**config.mk**
```make
export PLATFORM = sky130hd
export DESIGN_NAME = modexp_ctrl_flat
export DESIGN_NICKNAME = d
export VERILOG_FILES = /design/src/rtl/modexp_ctrl_if.sv /design/src/rtl/modexp_ctrl.sv /design/src/flat_wrapper.sv
export SDC_FILE = /design/constraint.sdc
export NUM_CORES = 1
export LEC_CHECK = 0
export ABC_AREA = 1
export ABC_CLOCK_PERIOD_IN_PS = 4630
export CAP_MARGIN = 20
export CORE_UTILIZATION = 40
export DETAILED_ROUTE_END_ITERATION = 8
export GPL_TIMING_DRIVEN = 1
export PLACE_DENSITY_LB_ADDON = 0.15
export SKIP_LAST_GASP = 1
export SYNTH_ARGS = -nofsm -noshare
export SYNTH_HDL_FRONTEND = slang
export SYNTH_SLANG_ARGS = --single-unit
```
**constraint.sdc**
```tcl
create_clock -name clk -period 4.63 [get_ports clk]
set_input_delay 1.389 -clock clk [delete_from_list [all_inputs] [get_ports clk]]
set_output_delay 1.389 -clock clk [all_outputs]
set_load 0.02 [all_outputs]
```
**src/rtl/modexp_ctrl_if.sv**
```systemverilog
// modexp_ctrl_if: bundles the request/response signals of modexp_ctrl and
// the operand/product lines to the Montgomery multiplier it drives.
//   slave  : modexp_ctrl side (receives request and mp_prod, drives the rest)
//   master : RSA top level plus monpro side
// Signals:
//   start, msg, exp, n, n_inv, r2 : request and operands
//   busy, done, err, result       : status and result
//   mp_calc, mp_a, mp_b, mp_n, mp_n_inv, mp_prod : monpro connection
interface modexp_ctrl_if #(
  parameter int K = 8
);
  logic         start;
  logic [K-1:0] msg;
  logic [K-1:0] exp;
  logic [K-1:0] n;
  logic [K-1:0] n_inv;
  logic [K-1:0] r2;
  logic         mp_calc;
  logic [K-1:0] mp_a;
  logic [K-1:0] mp_b;
  logic [K-1:0] mp_n;
  logic [K-1:0] mp_n_inv;
  logic [K:0]   mp_prod;
  logic         busy;
  logic         done;
  logic         err;
  logic [K-1:0] result;

  modport slave (
    input  start, msg, exp, n, n_inv, r2, mp_prod,
    output mp_calc, mp_a, mp_b, mp_n, mp_n_inv, busy, done, err, result
  );

  modport master (
    output start, msg, exp, n, n_inv, r2, mp_prod,
    input  mp_calc, mp_a, mp_b, mp_n, mp_n_inv, busy, done, err, result
  );
endinterface

```
**src/rtl/modexp_ctrl.sv**
```systemverilog
// modexp_ctrl: left-to-right square-and-multiply sequencer computing
// m^e mod n through one external combinational Montgomery multiplier.
// One monpro operation per clock; each product is registered on the edge
// that ends its state.
// Ports:
//   clk   : system clock, rising edge
//   rst_n : asynchronous active-low reset
//   bus   : modexp_ctrl_if.slave (request, status, result, monpro lines)
//
// state       | meaning
// S_IDLE      | wait for start; latch operands, reject even modulus
// S_TO_MONT_M | mm <= monpro(m, R^2)   (m into Montgomery form)
// S_TO_MONT_1 | x  <= monpro(1, R^2)   (R mod n, Montgomery one)
// S_SQUARE    | x  <= monpro(x, x)
// S_MULT      | x  <= monpro(x, mm)    (exponent bit idx is set)
// S_FROM_MONT | result <= monpro(x, 1)
// S_DONE      | done pulse
module modexp_ctrl #(
  parameter int K = 8
) (
  input  logic          clk,
  input  logic          rst_n,
  modexp_ctrl_if.slave  bus
);

  localparam int IW = (K > 1) ? $clog2(K) : 1;

  typedef enum logic [2:0] {
    S_IDLE,
    S_TO_MONT_M,
    S_TO_MONT_1,
    S_SQUARE,
    S_MULT,
    S_FROM_MONT,
    S_DONE
  } state_t;

  state_t          state, state_nxt;
  logic [K-1:0]    m_reg, e_reg, n_reg, ninv_reg, r2_reg;
  logic [K-1:0]    mm, x, result_q;
  logic [IW-1:0]   idx;
  logic            err_q;

  logic            latch, err_nxt, idx_load, idx_dec;
  logic            mm_we, x_we, res_we;
  logic            calc;
  logic [K-1:0]    op_a, op_b;
  logic [K-1:0]    prod;
  logic            prod_msb_unused;

  // The product is always reduced below n, so the carry bit is never needed.
  assign prod            = bus.mp_prod[K-1:0];
  assign prod_msb_unused = bus.mp_prod[K];

  always_ff @(posedge clk or negedge rst_n) begin
    if (!rst_n) begin
      state    <= S_IDLE;
      m_reg    <= '0;
      e_reg    <= '0;
      n_reg    <= '0;
      ninv_reg <= '0;
      r2_reg   <= '0;
      mm       <= '0;
      x        <= '0;
      idx      <= '0;
      result_q <= '0;
      err_q    <= 1'b0;
    end else begin
      state <= state_nxt;
      err_q <= err_nxt;
      if (latch) begin
        m_reg    <= bus.msg;
        e_reg    <= bus.exp;
        n_reg    <= bus.n;
        ninv_reg <= bus.n_inv;
        r2_reg   <= bus.r2;
      end
      if (mm_we)    mm       <= prod;
      if (x_we)     x        <= prod;
      if (res_we)   result_q <= prod;
      if (idx_load) idx      <= IW'(K - 1);
      else if (idx_dec) idx  <= idx - 1'b1;
    end
  end

  always_comb begin
    state_nxt = state;
    latch     = 1'b0;
    err_nxt   = 1'b0;
    idx_load  = 1'b0;
    idx_dec   = 1'b0;
    mm_we     = 1'b0;
    x_we      = 1'b0;
    res_we    = 1'b0;
    calc      = 1'b0;
    op_a      = '0;
    op_b      = '0;
    case (state)
      S_IDLE: begin
        if (bus.start) begin
          latch = 1'b1;
          // Montgomery reduction needs an odd modulus.
          if (!bus.n[0]) begin
            err_nxt = 1'b1;
          end else begin
            idx_load  = 1'b1;
            state_nxt = S_TO_MONT_M;
          end
        end
      end
      S_TO_MONT_M: begin
        calc      = 1'b1;
        op_a      = m_reg;
        op_b      = r2_reg;
        mm_we     = 1'b1;
        state_nxt = S_TO_MONT_1;
      end
      S_TO_MONT_1: begin
        calc      = 1'b1;
        op_a      = K'(1);
        op_b      = r2_reg;
        x_we      = 1'b1;
        state_nxt = S_SQUARE;
      end
      S_SQUARE: begin
        calc = 1'b1;
        op_a = x;
        op_b = x;
        x_we = 1'b1;
        // idx is consumed by MULT when the bit is set, so it only moves here
        // when no multiply follows.
        if (e_reg[idx]) begin
          state_nxt = S_MULT;
        end else if (idx == '0) begin
          state_nxt = S_FROM_MONT;
        end else begin
          idx_dec   = 1'b1;
          state_nxt = S_SQUARE;
        end
      end
      S_MULT: begin
        calc = 1'b1;
        op_a = x;
        op_b = mm;
        x_we = 1'b1;
        if (idx == '0) begin
          state_nxt = S_FROM_MONT;
        end else begin
          idx_dec   = 1'b1;
          state_nxt = S_SQUARE;
        end
      end
      S_FROM_MONT: begin
        calc      = 1'b1;
        op_a      = x;
        op_b      = K'(1);
        res_we    = 1'b1;
        state_nxt = S_DONE;
      end
      S_DONE: begin
        state_nxt = S_IDLE;
      end
      default: begin
        state_nxt = S_IDLE;
      end
    endcase
  end

  assign bus.mp_calc  = calc;
  assign bus.mp_a     = op_a;
  assign bus.mp_b     = op_b;
  assign bus.mp_n     = n_reg;
  assign bus.mp_n_inv = ninv_reg;
  assign bus.busy     = calc;
  assign bus.done     = (state == S_DONE);
  assign bus.err      = err_q;
  assign bus.result   = result_q;

endmodule

```
**src/flat_wrapper.sv**
```systemverilog
// flat-port wrapper written by rule: the top's interface ports become plain ports
module modexp_ctrl_flat 
#(
  parameter int K = 8
)
  (clk, rst_n, bus_start, bus_msg, bus_exp, bus_n, bus_n_inv, bus_r2, bus_mp_prod, bus_mp_calc, bus_mp_a, bus_mp_b, bus_mp_n, bus_mp_n_inv, bus_busy, bus_done, bus_err, bus_result);
  modexp_ctrl_if #(.K(K)) bus_i ();
  input  logic clk;
  input  logic rst_n;
  input wire logic [$bits(bus_i.start)-1:0] bus_start;
  input wire logic [$bits(bus_i.msg)-1:0] bus_msg;
  input wire logic [$bits(bus_i.exp)-1:0] bus_exp;
  input wire logic [$bits(bus_i.n)-1:0] bus_n;
  input wire logic [$bits(bus_i.n_inv)-1:0] bus_n_inv;
  input wire logic [$bits(bus_i.r2)-1:0] bus_r2;
  input wire logic [$bits(bus_i.mp_prod)-1:0] bus_mp_prod;
  output wire logic [$bits(bus_i.mp_calc)-1:0] bus_mp_calc;
  output wire logic [$bits(bus_i.mp_a)-1:0] bus_mp_a;
  output wire logic [$bits(bus_i.mp_b)-1:0] bus_mp_b;
  output wire logic [$bits(bus_i.mp_n)-1:0] bus_mp_n;
  output wire logic [$bits(bus_i.mp_n_inv)-1:0] bus_mp_n_inv;
  output wire logic [$bits(bus_i.busy)-1:0] bus_busy;
  output wire logic [$bits(bus_i.done)-1:0] bus_done;
  output wire logic [$bits(bus_i.err)-1:0] bus_err;
  output wire logic [$bits(bus_i.result)-1:0] bus_result;
  assign bus_i.start = bus_start;
  assign bus_i.msg = bus_msg;
  assign bus_i.exp = bus_exp;
  assign bus_i.n = bus_n;
  assign bus_i.n_inv = bus_n_inv;
  assign bus_i.r2 = bus_r2;
  assign bus_i.mp_prod = bus_mp_prod;
  assign bus_mp_calc = bus_i.mp_calc;
  assign bus_mp_a = bus_i.mp_a;
  assign bus_mp_b = bus_i.mp_b;
  assign bus_mp_n = bus_i.mp_n;
  assign bus_mp_n_inv = bus_i.mp_n_inv;
  assign bus_busy = bus_i.busy;
  assign bus_done = bus_i.done;
  assign bus_err = bus_i.err;
  assign bus_result = bus_i.result;
  modexp_ctrl #(.K(K)) u_core (.clk(clk), .rst_n(rst_n), .bus(bus_i));
endmodule
```
==> impl_metrics.env, run 1 <==
export IMPL_busiest_layer="met2"
export IMPL_pin_count=96
export IMPL_cts_clk_slew_worst_paths_ns=0.07
export IMPL_grt_max_degree=47
export IMPL_grt_ovfl_total=0
export IMPL_yosys_warnings=0
export IMPL_setup_slack_ns=0.815
export IMPL_syn_cell_area_um2=3260
export IMPL_num_vias=2702
export IMPL_power_frac_comb=0.502
export IMPL_slew_violations=0
export IMPL_wire_per_inst_um=13.0
export IMPL_powerDensity_nw_per_um2=742
export IMPL_clkSinkCount=71
export IMPL_synth_top_area_share=0.545
export IMPL_drt_total_wl_um=7540
export IMPL_setup_violations=0
export IMPL_outcome="complete, no violations"
export IMPL_drive_gt1_frac=0.104
export IMPL_timing_fmax_mhz=262
export IMPL_numPortBuffers=94
export IMPL_gp_congestion=0.849
export IMPL_synth_adder_area_share=0.00768
export IMPL_synth_xor_area_frac=0.00269
export IMPL_num_rows=32
export IMPL_avgViaCountPerCell=4.65
export IMPL_synthTopCellsByArea="dfrtp_1, nand2_1, o21ai_2, inv_1, o21ai_0"
export IMPL_mappedNetlistNets=432
export IMPL_multi_input_area_um2=1230
export IMPL_slew_headroom=0.632
export IMPL_worst_pin_slew_ns=0.552
export IMPL_switching_share=0.416
export IMPL_cap_violations=0
export IMPL_htreeDepth=3
export IMPL_p_seq_frac=0.328
export IMPL_clk_latency_ns=0.35
export IMPL_cp_end_kind="output pin"
export IMPL_final_core_util=0.570
export IMPL_p_int_w=0.00193
export IMPL_detail_route_antenna_nets=0
export IMPL_cts_made_buffers=9
export IMPL_dp_hpwl_um=5410
export IMPL_synth_compound_area_share=0.104
export IMPL_ys_ff_latch=71
export IMPL_start_util=0.417
export IMPL_cellLeakagePower_nw=2.16
export IMPL_synth_top_family_by_area="simple AND/OR/NAND/NOR gates"
export IMPL_ir_worst_vdd_v=0.000297
export IMPL_crit_type="flip-flop to output pin"
export IMPL_dp_cells=565
export IMPL_track_usage=0.193
export IMPL_die_area_um2=8510
export IMPL_arrival_ns=2.43
export IMPL_grt_pass1_wl_um=12700
export IMPL_rsz0062_at_grt="no"
export IMPL_core_area_um2=7810
export IMPL_fin_crit_sh=0.824
export IMPL_fillers=761
export IMPL_antenna_found_initial=0
export IMPL_hold_viol_final=0
export IMPL_gr_usage_met3=0.0406
export IMPL_cts_tree="yes"
export IMPL_worstPathRequired_ns=3.24
export IMPL_synthSimpleGateAreaFrac=0.262
export IMPL_stdcell_count=581
export IMPL_grt_pass1_vias=2704
export IMPL_clockBufferDepth=2
export IMPL_place_ws_ns=1.17
export IMPL_die_x_um=92.3
export IMPL_muxShareOfSynthArea=0
export IMPL_switchingPower_w=0.00137
export IMPL_hold_path_class="flip-flop to flip-flop"
export IMPL_critPathLaunchType="flip-flop"
export IMPL_nets=528
export IMPL_met2_usage=0.312
export IMPL_met1_usage=0.250
export IMPL_cts_resized=0
export IMPL_fin_crit_ns=3.82
export IMPL_insertedDiodeCount=0
export IMPL_tns_ns=0
export IMPL_drtIter0Drc=122
export IMPL_cts_hold_buf=0
export IMPL_syn_inst=378
export IMPL_route_detailed_drc=0
export IMPL_seq_area_um2=1780
export IMPL_hold_ws_ns=0.478
export IMPL_fin_skew_ns=0.00969
export IMPL_yosysUniqueCellTypes=24
export IMPL_synth_avg_cell_area_um2=8.62
export IMPL_clkPwrFrac=0.170
export IMPL_drtPass1Iterations=4
export IMPL_yosysTopAreaCell="dfrtp_1"
export IMPL_syn2layout_area_growth_pct=36.6
export IMPL_crit_fanout=17
export IMPL_post_cts_buffers=0
export IMPL_cts_root_buf="clkbuf_8"
export IMPL_die_height_um=92.3
export IMPL_ys_seq_area_frac=0.545
## placed cells by master, fill, tap and decap left out
master           count
o21ai_0             14
clkinvlp_4           1
nor2_4               3
clkinv_4             1
clkbuf_1             1
bufinv_16            2
inv_2                2
nand3_1             11
dfrtp_1             71
nor2_1               7
ha_1                 2
buf_4                2
inv_4                2
a21oi_1              2
o21ai_1              9
o211ai_1             9
clkbuf_8            10
clkdlybuf4s50_1     93
o22ai_1              1
nand2_2              2
clkinv_2             1
nor2_2               2
buf_2                1
nor3_1               1
o21ai_2             16
nand2_1            174
nand2_4              5
xnor2_1              1
inv_1               33
## per-stage QoR
stage / total power, W / instance area, µm²
floorplan: 0.00217 / 3260
global placement: 0.00274 / 4230
detailed placement: 0.00277 / 4230
CTS: 0.00334 / 4450
global route: 0.00354 / 4450
finish: 0.00330 / 4450
## synth_stat cells
| library cell | count |
|---|---|
| o211ai_1 | 9 |
| o21ai_2 | 16 |
| ha_1 | 2 |
| nand2_2 | 2 |
| xnor2_1 | 1 |
| nor2_1 | 7 |
| buf_4 | 1 |
| buf_6 | 6 |
| inv_4 | 2 |
| inv_1 | 33 |
| buf_2 | 3 |
| nand3_1 | 11 |
| o21ai_1 | 9 |
| o22ai_1 | 1 |
| dfrtp_1 | 71 |
| nor3_1 | 1 |
| o21ai_0 | 14 |
| buf_12 | 1 |
| nand2_4 | 5 |
| nor2_4 | 3 |
| a21oi_1 | 2 |
| nor2_2 | 2 |
| nand2_1 | 174 |
| inv_2 | 2 |
## path summary, 6_finish.rpt
kind                                    startpoint            endpoint  slack, ns  cells past startpoint
worst min-delay path            u_core.bus.mp_n[0]  u_core.bus.mp_n[0]       0.48                      2
worst min register to register  u_core.bus.mp_n[0]  u_core.bus.mp_n[0]       0.48                      2
worst max-delay path               u_core.state[1]         bus_mp_b[5]       0.81                      8
min in group asynchronous                    rst_n     u_core.e_reg[0]       0.87                      1
worst max register to register     u_core.state[0]     u_core.e_reg[5]       2.84                      7
max in group asynchronous                    rst_n     u_core.m_reg[0]       2.96                      2
## power by group through the flow
stage | combinational (W) | sequential [W] | clock, W
final | 0.00166 | 0.00108 | 0.000560
after CTS | 0.00168 | 0.00108 | 0.000570
after detailed placement | 0.00168 | 0.00109 | 0
after global placement | 0.00165 | 0.00109 | 0
after floorplan | 0.000980 | 0.00119 | 0
after global routing | 0.00183 | 0.00112 | 0.000594
## logic make-up after synthesis
family          after synthesis
buf+inv                      48
flops                        71
fa+ha+maj                     2
xor+xnor                      1
compound gates               51
simple gates                205
## critical path, stage by stage (launching register included)
cell	delay [ns]
dfrtp_1	0.38
inv_1	0.12
nand2_2	0.13
nor2_4	0.24
inv_2	0.22
nand2_4	0.16
nand2_1	0.07
o211ai_1	0.11
clkdlybuf4s50_1	0.65
## area by class of cell
type / instances / area share
clock buffer: 11 / 0.0318
sequential: 71 / 0.399
clock inverter: 5 / 0.0183
tap: 102 / 0.0287
multi-input combinational: 259 / 0.276
inverter: 37 / 0.0323
timing repair buffer: 96 / 0.214
## metal layers
metal,routed length [µm],vias up
met5,0,-
met2,3530,69
li1,-,1368
met4,145,0
met1,3440,1254
met3,423,11
(Power assumes the default switching activity.)
==> inputs of run 2 (changes only) <==
--- a/config.mk
+++ b/config.mk
@@ -6,7 +6,7 @@
 export NUM_CORES = 1
 export LEC_CHECK = 0
 export ABC_AREA = 1
-export ABC_CLOCK_PERIOD_IN_PS = 4630
+export ABC_CLOCK_PERIOD_IN_PS = 3100
 export CAP_MARGIN = 20
 export CORE_UTILIZATION = 40
 export DETAILED_ROUTE_END_ITERATION = 8
==> constraint.sdc (replaced) <==
create_clock -name clk -period 3.1 [get_ports clk]
set_input_delay 0.93 -clock clk [delete_from_list [all_inputs] [get_ports clk]]
set_output_delay 0.93 -clock clk [all_outputs]
set_load 0.02 [all_outputs]
==> run 2 against run 1 <==
First-iteration DRC count fell by 15%. Critical path depth fell by 1. Highest routed layer unchanged. Combinational power rose by 46%. Final cell count rose by 0.34%. Sequential share of layout area rose by 0.18 points.
==> impl_metrics.env, run 2 (synthesized netlist as in run 1, its figures left out) <==
export IMPL_cp_end_kind="output pin"
export IMPL_crit_path_start="u_core.state[2]"
export IMPL_drive_gt1_frac=0.112
export IMPL_place_ws_ns=0.197
export IMPL_p_seq_frac=0.337
export IMPL_wire_per_inst_um=12.9
export IMPL_grt_max_degree=72
export IMPL_numPortBuffers=94
export IMPL_power_frac_comb=0.507
export IMPL_switching_share=0.429
export IMPL_insertedDiodeCount=0
export IMPL_drt_total_wl_um=7540
export IMPL_fin_skew_ns=0.00575
export IMPL_timing_critical_path_buf_inv=2
export IMPL_setup_worst_path_end="bus_mp_a[6]"
export IMPL_cellLeakagePower_nw=2.21
export IMPL_critPathLaunchType="flip-flop"
export IMPL_wl_met2_um=3490
export IMPL_seq_area_um2=1780
export IMPL_num_vias=2714
export IMPL_die_area_um2=8510
export IMPL_p_int_w=0.00273
export IMPL_slowest_stage="dfrtp_1"
export IMPL_switchingPower_w=0.00206
export IMPL_layout_common_cells="nand2_1, clkdlybuf4s50_1, dfrtp_1"
export IMPL_reg2reg_depth=7
export IMPL_antenna_found_initial=0
export IMPL_rsz0062_at_grt="no"
export IMPL_cts_hold_buf=0
export IMPL_drtPass1Iterations=4
export IMPL_avgViaCountPerCell=4.66
export IMPL_slew_violations=0
export IMPL_crit_top_cell="nand2_4"
export IMPL_timing_rr_start="u_core.state[0]"
export IMPL_setup_violations=0
export IMPL_syn2layout_area_growth_pct=35.9
export IMPL_nets=530
export IMPL_hold_ws_ns=0.479
export IMPL_timing_fmax_mhz=337
export IMPL_placed_cell_area_um2=4250
export IMPL_hold_viol_final=0
export IMPL_post_cts_buffers=0
export IMPL_maxUsedRoutingLayer="met4"
export IMPL_die_x_um=92.3
export IMPL_die_height_um=92.3
export IMPL_cts_made_buffers=9
export IMPL_slew_headroom=0.703
export IMPL_worstPathRequired_ns=2.17
export IMPL_path_cells="nor2_2 -> nand2_4 -> nand2_4 -> nor2_1 -> buf_4 -> o21ai_0 -> dlygate4sd2_1"
export IMPL_cts_root_buf="clkbuf_8"
export IMPL_cts_clk_slew_worst_paths_ns=0.08
export IMPL_cpPeakStageDelay_ns=0.47
export IMPL_detail_route_antenna_nets=0
export IMPL_clkSinkCount=71
export IMPL_grt_pass1_wl_um=13000
export IMPL_fillers=727
export IMPL_crit_fanout=10
export IMPL_fin_crit_sh=0.957
export IMPL_num_rows=32
export IMPL_tns_ns=0
export IMPL_wl_met3_um=394
export IMPL_core_area_um2=7810
export IMPL_arrival_ns=2.04
export IMPL_clockBufferDepth=2
export IMPL_cp_depth=7
export IMPL_dp_hpwl_um=5300
export IMPL_cp_top_family="buffers and inverters"
export IMPL_setup_slack_ns=0.133
export IMPL_fin_crit_ns=2.97
export IMPL_grt_ovfl_total=0
export IMPL_hold_path_class="flip-flop to flip-flop"
export IMPL_final_area_um2=4430
export IMPL_grt_pass1_vias=2749
export IMPL_crit_type="flip-flop to output pin"
export IMPL_clk_latency_ns=0.34
export IMPL_layout_commonest_cell="nand2_1"
export IMPL_cap_violations=0
export IMPL_r2r_end="u_core.e_reg[1]"
export IMPL_htreeDepth=3
export IMPL_cts_tree="yes"
export IMPL_track_usage=0.196
export IMPL_start_util=0.417
export IMPL_ff2ff_setup_slack_ns=1.32
export IMPL_met1_length_um=3520
export IMPL_outcome="complete, no violations"
export IMPL_pin_count=96
export IMPL_clkPwrFrac=0.156
export IMPL_ir_worst_vdd_v=0.000423
export IMPL_drtIter0Drc=104
export IMPL_gp_congestion=0.834
export IMPL_multi_input_area_um2=1230
export IMPL_route_detailed_drc=0
export IMPL_powerDensity_nw_per_um2=1080
export IMPL_worst_pin_slew_ns=0.445
run 2: changes by cell type in the layout (fill, tap and decap cells not counted), sizes merged, moves of 2 or more:
cell           delta
dlygate4sd2      +15
clkdlybuf4s50    -16
buf               +2
clkinvlp          +2
run 2: layout make-up:
class / count / share of cell area
repair buffers: 98 / 0.216
inverters: 37 / 0.0325
well taps: 102 / 0.0288
clock buffers: 11 / 0.0319
clock inverters: 5 / 0.0130
multi-input cells: 259 / 0.277
flip-flops and latches: 71 / 0.401
run 2: worst min-delay path by stage:
| stage | cells past startpoint | end | start | slack [ns] |
|---|---|---|---|---|
| finish | 2 | u_core.bus.mp_n[0] | u_core.bus.mp_n[0] | 0.48 |
| global route | 2 | u_core.e_reg[4] | u_core.e_reg[4] | 0.50 |
| CTS | 2 | u_core.bus.mp_n[0] | u_core.bus.mp_n[0] | 0.49 |
| detailed placement | 2 | u_core.bus.mp_n_inv[5] | u_core.bus.mp_n_inv[5] | 0.46 |
| global placement | 2 | u_core.bus.mp_n[0] | u_core.bus.mp_n[0] | 0.46 |
| floorplan | 2 | u_core.m_reg[0] | u_core.m_reg[0] | 0.45 |
run 2: repair_timing:
item,in CTS,in global routing
pin swaps,0,0
cloned,0,0
setup endpoints to repair,16,1
endpoints found under the hold margin,0,0
resized for setup,17,3
run 2: worst min-delay path: cells and delay by family, from the launching register on:
family	cells	cell delay (ns)
simple gates	2	0.10
flops	1	0.35
run 2: metrics by stage:
step | utilization | total power, W | std cells
after floorplan | - | 0.00324 | 378
after CTS | 0.568 | 0.00485 | 583
after global routing | 0.567 | 0.00517 | 583
final | 0.567 | 0.00479 | 583
after global placement | 0.545 | 0.00412 | 567
after detailed placement | 0.545 | 0.00417 | 567
run 2: power by group through the flow:
stage	Sequential (W)	Combinational [W]	Clock, W
global route	0.00167	0.00270	0.000807
detailed placement	0.00162	0.00255	0
floorplan	0.00178	0.00146	0
finish	0.00161	0.00243	0.000749
global placement	0.00162	0.00250	0
CTS	0.00161	0.00247	0.000767
run 2: layer usage:
metal  up-vias  global-route usage
li1       1373                   -
met1      1267               0.253
met2        64               0.314
met3        10              0.0464
met4         0              0.0846
met5         -                   0
==> inputs of run 3 (changes only) <==
--- a/config.mk
+++ b/config.mk
@@ -6,7 +6,7 @@
 export NUM_CORES = 1
 export LEC_CHECK = 0
 export ABC_AREA = 1
-export ABC_CLOCK_PERIOD_IN_PS = 3100
+export ABC_CLOCK_PERIOD_IN_PS = 3000
 export CAP_MARGIN = 20
 export CORE_UTILIZATION = 40
 export DETAILED_ROUTE_END_ITERATION = 8
==> constraint.sdc (replaced) <==
create_clock -name clk -period 3 [get_ports clk]
set_input_delay 0.9 -clock clk [delete_from_list [all_inputs] [get_ports clk]]
set_output_delay 0.9 -clock clk [all_outputs]
set_load 0.02 [all_outputs]
==> run 3 against run 2 <==
Global-route usage is 0.21 points higher. Clock skew is 0.00094 ns lower. Sequential cell count stayed put. Final area is 0.20% lower. Hold slack worse by 0.0043 ns. Sequential share of layout area is 0.079 points higher. Clock-buffer cell count is 1 higher. Worst setup slack worse by 0.00058 ns. Via count is 0.92% higher. Critical endpoint is now bus_mp_a[7].
==> impl_metrics.env, run 3 (synthesized netlist as in run 1, its figures left out) <==
export IMPL_cap_violations=0
export IMPL_route_detailed_drc=0
export IMPL_outcome="complete, no violations"
export IMPL_die_x_um=92.3
export IMPL_hold_path_class="flip-flop to flip-flop"
export IMPL_critPathLaunchType="flip-flop"
export IMPL_grt_pass1_vias=2775
export IMPL_rsz0062_at_grt="no"
export IMPL_numPortBuffers=94
export IMPL_ir_worst_vdd_v=0.000481
export IMPL_clk_latency_ns=0.34
export IMPL_drive_gt1_frac=0.117
export IMPL_cts_root_buf="clkbuf_8"
export IMPL_stdcell_count=582
export IMPL_drt_total_wl_um=7540
export IMPL_clkSinkCount=71
export IMPL_cellLeakagePower_nw=2.25
export IMPL_antenna_found_initial=0
export IMPL_layout_commonest_cell="nand2_1"
export IMPL_post_cts_buffers=0
export IMPL_grt_pass1_wl_um=13100
export IMPL_detail_route_antenna_nets=0
export IMPL_setup_slack_ns=0.132
export IMPL_die_height_um=92.3
export IMPL_num_vias=2739
export IMPL_htreeDepth=3
export IMPL_cts_made_buffers=9
export IMPL_worst_pin_slew_ns=0.436
export IMPL_slew_violations=0
export IMPL_setup_violations=0
export IMPL_fin_crit_sh=0.956
export IMPL_cts_hold_buf=0
export IMPL_gp_congestion=0.848
export IMPL_worstPathRequired_ns=2.10
export IMPL_tns_ns=0
export IMPL_fin_crit_ns=2.87
export IMPL_fin_skew_ns=0.00481
export IMPL_avgViaCountPerCell=4.71
export IMPL_arrival_ns=1.97
export IMPL_seq_area_um2=1780
export IMPL_insertedDiodeCount=0
export IMPL_wire_per_inst_um=13.0
export IMPL_dp_cells=569
export IMPL_crit_type="flip-flop to output pin"
export IMPL_num_rows=32
export IMPL_slew_headroom=0.709
export IMPL_track_usage=0.198
export IMPL_drtPass1Iterations=4
export IMPL_cp_end_kind="output pin"
export IMPL_drtIter0Drc=171
export IMPL_die_area_um2=8510
export IMPL_timing_fmax_mhz=349
export IMPL_cts_clk_slew_worst_paths_ns=0.07
export IMPL_fillers=734
export IMPL_core_area_um2=7810
export IMPL_dp_hpwl_um=5420
export IMPL_multi_input_area_um2=1230
export IMPL_grt_ovfl_total=0
export IMPL_place_ws_ns=0.134
export IMPL_powerDensity_nw_per_um2=1100
export IMPL_layout_common_cells="nand2_1, clkdlybuf4s50_1, dfrtp_1"
export IMPL_hold_viol_final=0
export IMPL_start_util=0.417
export IMPL_crit_fanout=8
export IMPL_cts_tree="yes"
export IMPL_hold_ws_ns=0.475
export IMPL_nets=532
export IMPL_grt_max_degree=72
export IMPL_syn2layout_area_growth_pct=35.7
export IMPL_clockBufferDepth=2
export IMPL_pin_count=96
==> run 3: cell count changes in the layout (fill, tap and decap cells not counted) <==
cell             change
clkbuf_8             +2
dlygate4sd2_1        -4
clkdlybuf4s50_1      -2
clkbuf_2             +2
buf_4                +2
bufinv_16            -1
clkinvlp_4           -3
dlymetal6s2s_1       +4
clkbuf_1             -1
==> run 3: per-stage QoR <==
stage	area [µm²]	util	power, W
final	4420	0.566	0.00487
after global routing	4420	0.566	0.00528
after CTS	4420	0.566	0.00494
after detailed placement	4270	0.547	0.00433
after global placement	4270	0.547	0.00427
after floorplan	3260	-	0.00335
==> run 3: repair_timing <==
action                                  CTS  global route
pin swaps                                 0             0
gates resized for setup                  15            13
endpoints found under the setup margin   16             7
==> run 3: worst max-delay path, stage by stage, from the launching register on <==
cell	delay, ns
dfrtp_1	0.46
nor2_1	0.16
nand2_1	0.16
nand2_4	0.13
nor2_1	0.04
buf_4	0.16
o21ai_0	0.16
dlygate4sd2_1	0.36
==> run 3: area by class of cell <==
cell class              instances  share of cell area
inverters                      37              0.0326
clock inverters                 1             0.00113
flip-flops and latches         71               0.402
well taps                     102              0.0289
multi-input cells             259               0.278
clock buffers                  12              0.0374
repair buffers                100               0.220
==> run 3: routing by layer <==
layer  vias to the layer above  GRT usage  share of wire
li1                       1372          -              -
met1                      1288      0.258           0.45
met2                        64      0.309           0.47
met3                        15     0.0464          0.057
met4                         0     0.0977          0.020
met5                         -          0              0
==> run 3: power by group <==
group / switching (W) / internal (W)
clock: 0.000326 / 0.000353
combinational: 0.00151 / 0.00101
sequential: 0.000251 / 0.00142
==> run 3: worst paths after layout <==
path / cells after the start / endpoint / slack (ns) / from
setup reg to reg: 9 / u_core.idx[2] / 1.42 / u_core.idx[0]
max in group asynchronous: 2 / u_core.x[5] / 2.10 / rst_n
setup / recovery: 7 / bus_mp_a[7] / 0.13 / u_core.state[0]
hold reg to reg: 2 / u_core.bus.mp_n[0] / 0.48 / u_core.bus.mp_n[0]
min in group asynchronous: 2 / u_core.e_reg[1] / 0.58 / rst_n
hold / removal: 2 / u_core.bus.mp_n[0] / 0.48 / u_core.bus.mp_n[0]
